## src/rtl/uart_pkg.sv

```systemverilog
// Shared UART definitions: receiver state type, oversampling ratio and baud divider helper.
package uart_pkg;

  localparam int unsigned OVERSAMPLE = 16;

  typedef enum logic [2:0] {
    StIdle,
    StStart,
    StData,
    StParity,
    StStop
  } uart_state_e;

  // Clocks per oversample tick; integer truncation, shared with the transmitter.
  function automatic int unsigned calc_div(input int unsigned clk_freq,
                                           input int unsigned baud_rate);
    return clk_freq / (baud_rate * OVERSAMPLE);
  endfunction

endpackage

```

## src/rtl/uart_baud_tick.sv

```systemverilog
// Free-running divider producing a one-clock tick every Div clocks.
module uart_baud_tick #(
  parameter int unsigned Div = 6
) (
  input  logic clk_i,
  input  logic rst_i,
  output logic tick_o
);

  localparam int unsigned CntW = (Div > 1) ? $clog2(Div) : 1;
  localparam logic [CntW-1:0] CntMax = CntW'(Div - 1);

  if (Div == 0) begin : gen_div_check
    $error("uart_baud_tick: divider must be at least 1");
  end

  logic [CntW-1:0] cnt_q;

  assign tick_o = (cnt_q == CntMax);

  always_ff @(posedge clk_i) begin
    if (rst_i) begin
      cnt_q <= '0;
    end else if (tick_o) begin
      cnt_q <= '0;
    end else begin
      cnt_q <= cnt_q + CntW'(1);
    end
  end

endmodule

```

## src/rtl/uart_rx.sv

```systemverilog
// 8N1 UART receiver with 16x oversampling; optional even parity via UART_RX_PARITY_EN.
module uart_rx
  import uart_pkg::*;
#(
  parameter int unsigned clk_freq  = 1000000,
  parameter int unsigned baud_rate = 9600
) (
  input  logic       clk,
  input  logic       rst,
  input  logic       rx,
  output logic [7:0] rx_data,
  output logic       donerx,
  output logic       frame_err,
  output logic       parity_err,
  output logic       busy
);

  localparam int unsigned Div = calc_div(clk_freq, baud_rate);

  logic tick;

  uart_baud_tick #(
    .Div(Div)
  ) u_baud_tick (
    .clk_i (clk),
    .rst_i (rst),
    .tick_o(tick)
  );

  logic rx_meta_q, rx_sync_q;

  always_ff @(posedge clk) begin
    if (rst) begin
      rx_meta_q <= 1'b1;
      rx_sync_q <= 1'b1;
    end else begin
      rx_meta_q <= rx;
      rx_sync_q <= rx_meta_q;
    end
  end

  uart_state_e state_q;
  logic [3:0]  sample_cnt_q;
  logic [2:0]  bit_cnt_q;
  logic [7:0]  shift_q;
  logic [7:0]  rx_data_q;
  logic        armed_q, donerx_q, frame_err_q, busy_q;
`ifdef UART_RX_PARITY_EN
  logic        par_pend_q, parity_err_q;
`endif

  always_ff @(posedge clk) begin
    if (rst) begin
      state_q      <= StIdle;
      sample_cnt_q <= '0;
      bit_cnt_q    <= '0;
      shift_q      <= '0;
      rx_data_q    <= '0;
      armed_q      <= 1'b0;
      donerx_q     <= 1'b0;
      frame_err_q  <= 1'b0;
      busy_q       <= 1'b0;
`ifdef UART_RX_PARITY_EN
      par_pend_q   <= 1'b0;
      parity_err_q <= 1'b0;
`endif
    end else begin
      donerx_q <= 1'b0;
      if (tick) begin
        case (state_q)
          StIdle: begin
            if (rx_sync_q) begin
              armed_q <= 1'b1;
            end else if (armed_q) begin
              state_q      <= StStart;
              sample_cnt_q <= '0;
              busy_q       <= 1'b1;
            end
          end
          StStart: begin
            sample_cnt_q <= sample_cnt_q + 4'd1;
            if (sample_cnt_q == 4'd7) begin
              sample_cnt_q <= '0;
              if (rx_sync_q) begin
                state_q <= StIdle;
                busy_q  <= 1'b0;
              end else begin
                state_q   <= StData;
                bit_cnt_q <= '0;
              end
            end
          end
          StData: begin
            // 4-bit counter wraps at 16, giving one sample per bit period.
            sample_cnt_q <= sample_cnt_q + 4'd1;
            if (sample_cnt_q == 4'd15) begin
              shift_q   <= {rx_sync_q, shift_q[7:1]};
              bit_cnt_q <= bit_cnt_q + 3'd1;
              if (bit_cnt_q == 3'd7) begin
`ifdef UART_RX_PARITY_EN
                state_q <= StParity;
`else
                state_q <= StStop;
`endif
              end
            end
          end
`ifdef UART_RX_PARITY_EN
          StParity: begin
            sample_cnt_q <= sample_cnt_q + 4'd1;
            if (sample_cnt_q == 4'd15) begin
              par_pend_q <= (^shift_q) ^ rx_sync_q;
              state_q    <= StStop;
            end
          end
`endif
          StStop: begin
            sample_cnt_q <= sample_cnt_q + 4'd1;
            if (sample_cnt_q == 4'd15) begin
              rx_data_q   <= shift_q;
              donerx_q    <= 1'b1;
              frame_err_q <= ~rx_sync_q;
              // A low stop bit (break) disarms detection until the line idles high.
              armed_q     <= rx_sync_q;
              busy_q      <= 1'b0;
              state_q     <= StIdle;
`ifdef UART_RX_PARITY_EN
              parity_err_q <= par_pend_q;
`endif
            end
          end
          default: begin
            state_q <= StIdle;
            busy_q  <= 1'b0;
          end
        endcase
      end
    end
  end

  assign rx_data   = rx_data_q;
  assign donerx    = donerx_q;
  assign frame_err = frame_err_q;
  assign busy      = busy_q;
`ifdef UART_RX_PARITY_EN
  assign parity_err = parity_err_q;
`else
  assign parity_err = 1'b0;
`endif

endmodule
```

## config.mk

```make
export PLATFORM = sky130hd
export DESIGN_NAME = uart_rx
export DESIGN_NICKNAME = d
export VERILOG_FILES = /design/src/rtl/uart_pkg.sv /design/src/rtl/uart_baud_tick.sv /design/src/rtl/uart_rx.sv
export SDC_FILE = /design/constraint.sdc
export NUM_CORES = 1
export LEC_CHECK = 0
export ABC_AREA = 1
export ABC_CLOCK_PERIOD_IN_PS = 3100
export CAP_MARGIN = 20
export CORE_ASPECT_RATIO = 0.6
export CORE_MARGIN = 4
export CORE_UTILIZATION = 45
export DETAILED_ROUTE_END_ITERATION = 8
export GPL_ROUTABILITY_DRIVEN = 0
export HOLD_SLACK_MARGIN = 0.05
export PLACE_DENSITY_LB_ADDON = 0.25
export SYNTH_ARGS = -nofsm -noshare
export SYNTH_HDL_FRONTEND = slang
export SYNTH_HIERARCHICAL = 1
export SYNTH_SLANG_ARGS = --single-unit
```

## constraint.sdc

```tcl
create_clock -name clk -period 3.1 [get_ports clk]
set_input_delay 0.62 -clock clk [delete_from_list [all_inputs] [get_ports clk]]
set_output_delay 0.62 -clock clk [all_outputs]
set_load 0.02 [all_outputs]
```

## Word-level counts from Yosys, hierarchy flattened

Cells that the tools add are included.

| storage, ports and cells | value |
|---|---|
| flip-flop bits (word level) | 35 |
| logic and storage cells | 75 |
| output and inout port bits | 12 |
| input port bits | 3 |

| operators by class | value |
|---|---|
| $add $sub $neg | 3 |
| muxes and demuxes | 26 |
| eq/ne operators | 16 |
| bitwise gates (word level) | 4 |
| reductions and logical operators | 14 |

Operators by type and width:

| operator | count |
|---|---|
| 3-bit two-way mux | 9 |
| 2-bit != test (second input constant) | 9 |
| 7-bit AND reduction | 2 |
| 4-bit two-way mux | 3 |
| 3-bit one-hot mux with 4 select lines | 1 |
| 4-bit one-hot mux with 3 select lines | 1 |
| 3-bit equality test (second input constant) | 3 |
| 1-bit two-way mux | 8 |
| 4-bit AND reduction | 2 |
| 3-bit by 1-bit adder with 3-bit output (second input constant) | 2 |
| 3-bit one-hot mux with 2 select lines | 1 |
| 3-bit AND reduction | 2 |
| 5-bit AND reduction | 1 |
| 4-bit by 1-bit adder with 4-bit output (second input constant) | 1 |
| 4-bit by 3-bit equality test with 1-bit output (second input constant) | 1 |
| 4-bit equality test (second input constant) | 1 |
| 1-bit NOT | 4 |
| 1-bit one-hot mux with 4 select lines | 1 |
| 2-bit nonzero test | 2 |
| 2-bit OR reduction | 2 |
| 3-bit by 1-bit equality test with 1-bit output (second input constant) | 1 |
| 3-bit by 2-bit equality test with 1-bit output (second input constant) | 1 |
| 3-bit logical NOT | 1 |
| 3-bit nonzero test | 1 |
| other kinds (3) | 3 |

## Logic depth before layout (Yosys ltp)

Gate-level depths: netlist (run 1).

| depth | value |
|---|---|
| word-level depth | 4 |
| depth in mapped cells | 11 |
| depth with buffers taken out | 11 |

## Cells and area by module

The synthesis (run 1) kept the hierarchy.

Modules (own cells, without submodules):

| module | cells each | seq. area each (µm²) | area each (µm²) | instances |
|---|---|---|---|---|
| uart_rx | 205 | 640.6 | 1455.1 | 1 |
| uart_baud_tick | 18 | 60.1 | 136.4 | 1 |

## Least setup slack after synthesis (run 1)

No wires, ideal clock.

| timing | value |
|---|---|
| path type | register to register |
| start point | register u_baud_tick.cnt_q[0] |
| end point | register armed_q |
| clock period less this slack | 1443 ps |
| slack | 1657 ps |
| required time | 2985 ps |
| cell stages (with the launch flop) | 10 |
| library setup time | 115 ps |
| arrival | 1328 ps |
| path buffers | 1 |
| path through | dfxtp_1 -> ha_1 -> nand2_1 -> inv_1 -> inv_1 -> nor3_4 -> inv_2 -> buf_6 -> o21ai_2 -> nor2_1 |

| between the ends | value |
|---|---|
| cells in the longest elaborated chain, start to end | 2 |

Ends and longest elaborated chain:

| item | line | source |
|---|---|---|
| from (decl) | uart_baud_tick.sv:17 | `logic [CntW-1:0] cnt_q;` |
| from (signal assigned) | uart_baud_tick.sv:27 | `cnt_q <= cnt_q + CntW'(1);` |
| 3-bit equality test | uart_baud_tick.sv:19 | `assign tick_o = (cnt_q == CntMax);` |
| net tick | uart_rx.sv:20 | `logic tick;` |
| 4-bit AND reduction (no line) | - |  |
| to (signal assigned) | uart_rx.sv:124 | `armed_q <= rx_sync_q;` |
| to (decl) | uart_rx.sv:47 | `logic armed_q, donerx_q, frame_err_q, busy_q;` |

The timed path passes the listed nets, and every way through them passes these cells.
A chain may end at the register's enable or synchronous reset.

## Worst setup path in the final report (run 1)

| timing | value |
|---|---|
| start point | register frame_err_q (netlist: frame_err) |
| end point | output frame_err |

RTL lines:

| item | line | source |
|---|---|---|
| from (decl) | uart_rx.sv:47 |  |
| from (signal assigned) | uart_rx.sv:122 | `frame_err_q <= ~rx_sync_q;` |
| to (decl) | uart_rx.sv:13 | `output logic frame_err,` |

No word-level cell between the ends.

==> impl_metrics.tcl, run 1 <==
set metrics [dict create \
    die_area_sq_um 4580 \
    synth_edf_count 0 \
    ff2ff_path_depth 9 \
    gr-usage-met2_pct 22.6 \
    hold_viol 0 \
    antenna_found_initial 0 \
    grt_max_degree 25 \
    fin_worst_skew_ns 0.00158 \
    finalPower_w 0.000848 \
    fin_ws_ns 1.24 \
    ys_async_sr_fraction_pct 0 \
    clk_latency_ns 0.29 \
    drv_cap 0 \
    start_util_pct 47.9 \
    ys_warn_count 6 \
    ctsResizeCount 0 \
    wl_per_cell_um 11.5 \
    crit_fanout 2 \
    synth.most_common_cell "nor2_1" \
    place_inst 277 \
    place_hpwl_um 2370 \
    grt_pass1_vias 1263 \
    drt_first_iter_violations 78 \
    final_nets 247 \
    crit_chain "clkdlybuf4s50_1" \
    top_usage_layer "met1" \
    cts_buffer_depth 2 \
    io_buffers 13 \
    setup_violations 0 \
    leakagePower_nw 0.881 \
    p_seq_share_pct 54.0 \
    vias 1392 \
    pin_count 15 \
    hold_end "rx_sync_q" \
    period_share_pct 60.0 \
    synth.distinct_cells 22 \
    synth.largest_area_cell "dfxtp_1" \
    cts_buffers 5 \
    worst-r2r-setup-slack_ns 1.29 \
    design.core.area_sq_um 3320 \
    internal-power_w 0.000667 \
    p_per_area_nw_per_um2 458 \
    tns_ns 0 \
    syn_inst 223 \
    cts_hold_buf 0 \
    antenna_cells 0 \
    r2r_end "frame_err" \
    cts_max_level 2 \
    yosysTopAreaCellShare_pct 44.0 \
    overflow 0 \
    p_switching_w 0.000180 \
    clock_sinks 35 \
    syn_area_sq_um 1590 \
    worst_path_max_delay_cell "clkdlybuf4s50_1" \
    die_x_um 84.8 \
    yosys_register_bits 35 \
    rows 16 \
    grt_use_met1_pct 23.4 \
    cts_tree "done" \
    avgSynthCellArea_sq_um 7.14 \
    holdPathStages 1 \
    drc_errors 0 \
    vdd_drop_max_mv 0.277 \
    die_h_um 54.1 \
    via_per_inst 4.88 \
    outcome "finished, final reports clean" \
    critPathRequiredTime_ns 2.48 \
    maxSlewViolCount 0 \
    drt_pre_antenna_iters 4 \
    critPathLaunchType "register" \
    tightest_slew_ns 0.679 \
    synth_nets 231 \
    root_buffer "clkbuf_8" \
    grt_pass1_wl_um 5750 \
    stdcell_count 285 \
    worst-path-buf-inv 1 \
    drive_above_1_share_pct 10.4 \
    finalCriticalPeriod_ns 1.86 \
    worstSetupEndpointType "output port" \
    hold_start "rx_meta_q" \
    r2r-start "u_baud_tick/cnt_q[0]" \
    cp_slowest_stage_delay_ns 0.61 \
    routed_wl_um 3270 \
    clkTransAtPathRegs_ns 0.07 \
    synth_top_cells_by_count "56 x nor2_1, 35 x dfxtp_1, 35 x nand2_1" \
    yosysSeqAreaShare_pct 44.0 \
    grt_usage_pct 16.7 \
    crit_type "reg -> out" \
    synthTopCellsByArea "dfxtp_1 44%, nor2_1 13%, nand2_1 8.3%, o21ai_0 5.7%, inv_1 5.2%" \
    path_delay_family "buffers and inverters" \
    synth_flop_cell "dfxtp_1" \
    power_frac_clock_pct 42.9 \
    ant_nets 0 \
    hold_path.class "reg -> reg" \
    relSlewSlack_pct 54.7 \
    design_area_sq_um 1850 \
    dpl-instance-area_sq_um 1750 \
    gr-usage-met3_pct 4.59 \
    cp.arrival_ns 1.24 \
    cts_setup_buffers 0 \
    area_growth_pct 16.4 \
    switching_share_pct 21.3 \
    rsz0062_at_grt "false" \
    post-place-ws_ns 0.977 \
    fmax_ghz 0.538 \
    share_comb_of_total_power_pct 3.1 \
]
-- routing by layer --
layer  part of all wire, %  wire (um)
met5                     0          0
met4                   2.5         82
met3                   5.7        185
met2                    36       1160
met1                    56       1840
-- how the worst max path moves through the flow --
stage	startpoint	to	slack [ns]	cells past startpoint
global placement	rst	shift_q[7]	1.02	4
global route	u_baud_tick/cnt_q[0]	frame_err	1.13	9
detailed placement	rst	shift_q[7]	0.98	4
CTS	rx_data[7]	rx_data[7]	1.23	1
finish	frame_err	frame_err	1.24	1
floorplan	u_baud_tick/cnt_q[0]	armed_q	1.66	9
-- metrics by stage --
| step | hold slack [ns] | util, % |
|---|---|---|
| 4_1_cts | 0.416 | 55.7 |
| 3_5_place_dp | 0.396 | 52.7 |
| 5_1_grt | 0.435 | 55.7 |
| 2_1_floorplan | 0.389 | - |
| 3_3_place_gp | 0.393 | 52.7 |
| 6_report | 0.414 | 55.7 |
-- placed cells by master (no fill, tap or decap), drive strengths merged --
master / instances
nor3: 2
nand3: 15
nand2: 40
or2: 2
nand4: 3
dfxtp: 35
ha: 5
nor2: 61
conb: 1
o21ai: 20
inv: 25
clkdlybuf4s50: 13
a21oi: 10
clkbuf: 8
-- power by group through the flow --
| stage | logic, W | registers, W | clock network, W |
|---|---|---|---|
| finish | 0.0000265 | 0.000458 | 0.000364 |
| global route | 0.0000304 | 0.000458 | 0.000389 |
| CTS | 0.0000269 | 0.000458 | 0.000370 |
| detailed placement | 0.0000266 | 0.000468 | 0 |
| global placement | 0.0000261 | 0.000468 | 0 |
| floorplan | 0.0000201 | 0.000467 | 0 |
-- kinds of logic (layout without fill, tap and decap cells) --
logic type / Yosys count / after routing / share of synthesized area (%)
fa+ha+maj: 5 / 5 / 3.93
compound gates: 30 / 30 / 9.91
flops: 35 / 35 / 44.0
simple gates: 123 / 123 / 34.4
other cells: 1 / 1 / 0.236
buf+inv: 29 / 46 / 7.55
-- state kept, by name, summed over array words and instances (netlist names), 3 cells and up --
register / cells
sample_cnt_q: 4
u_baud_tick/cnt_q: 3
rx_data: 8
bit_cnt_q: 3
state_q: 3
shift_q: 8
-- area by class of cell --
cell class | instances | area [sq um]
sequential | 35 | 701
tap | 45 | 56.3
timing repair buffer | 13 | 130
fill | 353 | 1470
multi-input combinational | 159 | 771
inverter | 25 | 93.8
clock buffer | 8 | 100
Note: power is estimated with default switching activity, not from simulation.
==> inputs of run 2 (changes only) <==
Settings changed: ABC_CLOCK_PERIOD_IN_PS 3100 to 1770.
Clock period 3.1 ns to 1.77 ns, I/O delays scaled along.
==> impl_metrics.tcl, run 2 (synthesis gave the netlist of run 1 again) <==
set metrics [dict create \
    critPathRequiredTime_ns 1.42 \
    antenna_found_initial 0 \
    antenna_cells 0 \
    final_nets 249 \
    grt_usage_pct 15.7 \
    area_growth_pct 16.8 \
    place_inst 279 \
    hold_viol 0 \
    fin_ws_ns 0.184 \
    final_common_cell "nor2_1" \
    grt_pass1_wl_um 5390 \
    wl_per_cell_um 11.3 \
    relSlewSlack_pct 55.2 \
    start_util_pct 47.9 \
    vdd_drop_max_mv 0.526 \
    place_hpwl_um 2370 \
    fin_worst_skew_ns 0.00346 \
    die_h_um 54.1 \
    crit_type "reg -> out" \
    cp.arrival_ns 1.23 \
    hold_path.class "reg -> reg" \
    crit_fanout 2 \
    routed_wl_um 3230 \
    worst_path_max_delay_cell "clkdlybuf4s50_1" \
    cp_slowest_stage_delay_ns 0.61 \
    cts_buffers 5 \
    setup_violations 0 \
    cts_max_level 2 \
    fmax_ghz 0.630 \
    finalCriticalPeriod_ns 1.59 \
    ant_nets 0 \
    pin_count 15 \
    stdcell_count 286 \
    period_share_pct 89.6 \
    cts_tree "done" \
    final_core_util_pct 55.9 \
    via_per_inst 4.64 \
    drv_cap 0 \
    maxSlewViolCount 0 \
    critPathLaunchType "register" \
    drt_pre_antenna_iters 4 \
    grt_max_degree 25 \
    leakagePower_nw 0.890 \
    tightest_slew_ns 0.671 \
    crit_chain "clkdlybuf4s50_1" \
    grt_pass1_vias 1116 \
    clock_sinks 35 \
    vias 1326 \
    drt_first_iter_violations 126 \
    root_buffer "clkbuf_8" \
    die_x_um 84.8 \
    rsz0062_at_grt "false" \
    die_area_sq_um 4580 \
    dpl-instance-area_sq_um 1770 \
    overflow 0 \
    cts_buffer_depth 2 \
    post-place-ws_ns 0.0732 \
    path_delay_family "buffers and inverters" \
    design.core.area_sq_um 3320 \
    design_area_sq_um 1860 \
    clkTransAtPathRegs_ns 0.07 \
    drive_above_1_share_pct 11.2 \
    tns_ns 0 \
    io_buffers 13 \
    cts_setup_buffers 0 \
    clk_latency_ns 0.28 \
    worstSetupEndpointType "output port" \
    drc_errors 0 \
    worst-path-buf-inv 1 \
    final_cell_mix "56 x nor2_1, 35 x nand2_1, 35 x dfxtp_1, 22 x inv_1, 18 x o21ai_0" \
    rows 16 \
    outcome "finished, final reports clean" \
    p_per_area_nw_per_um2 768 \
]
## run 2: cell types whose count changed in the layout (fill, tap and decap cells not counted)
cell | before | now
buf_4 | 0 | 2
clkbuf_1 | 1 | 0
nor2_2 | 4 | 3
clkinv_2 | 0 | 1
nor2_4 | 1 | 2
clkbuf_8 | 7 | 6
## run 2: per-stage QoR
step	power (W)	hold WS, ns
final	0.00143	0.417
after global routing	0.00149	0.432
after CTS	0.00145	0.422
after detailed placement	0.000868	0.401
after global placement	0.000867	0.401
after floorplan	0.000853	0.389
## run 2: metal layers
| metal | up-vias | share of wire, % | global-route usage [%] |
|---|---|---|---|
| li1 | 733 | - | - |
| met1 | 557 | 57 | 23.5 |
| met2 | 32 | 33 | 18.3 |
| met3 | 4 | 8.0 | 5.81 |
| met4 | 0 | 1.7 | 8.68 |
| met5 | - | 0 | 0 |
## run 2: power breakdown
part	internal [W]	total (W)	switching, W	leakage, nW
logic	0.0000189	0.0000482	0.0000293	0.560
registers	0.000796	0.000802	0.00000528	0.283
clock network	0.000305	0.000578	0.000273	0.0470
## run 2: what timing repair did
action | 4_1_cts | 5_1_grt
setup endpoints to repair | 0 | 3
resized for setup | 0 | 1
hold buffers | 0 | 0
## run 2: area by class of cell
cell class / instances / area [sq um]
sequential: 35 / 701
tap: 45 / 56.3
inverter: 25 / 93.8
clock buffer: 6 / 82.6
multi-input combinational: 159 / 776
timing repair buffer: 15 / 145
clock inverter: 1 / 5.00
fill: 323 / 1460
## run 2: worst paths after layout
check	startpoint	endpoint	slack, ns	cells after the start
max reg2reg	u_baud_tick/cnt_q[0]	shift_q[7]	0.19	9
max	frame_err	frame_err	0.18	1
min	rx_meta_q	rx_sync_q	0.42	1
min reg2reg	rx_meta_q	rx_sync_q	0.42	1
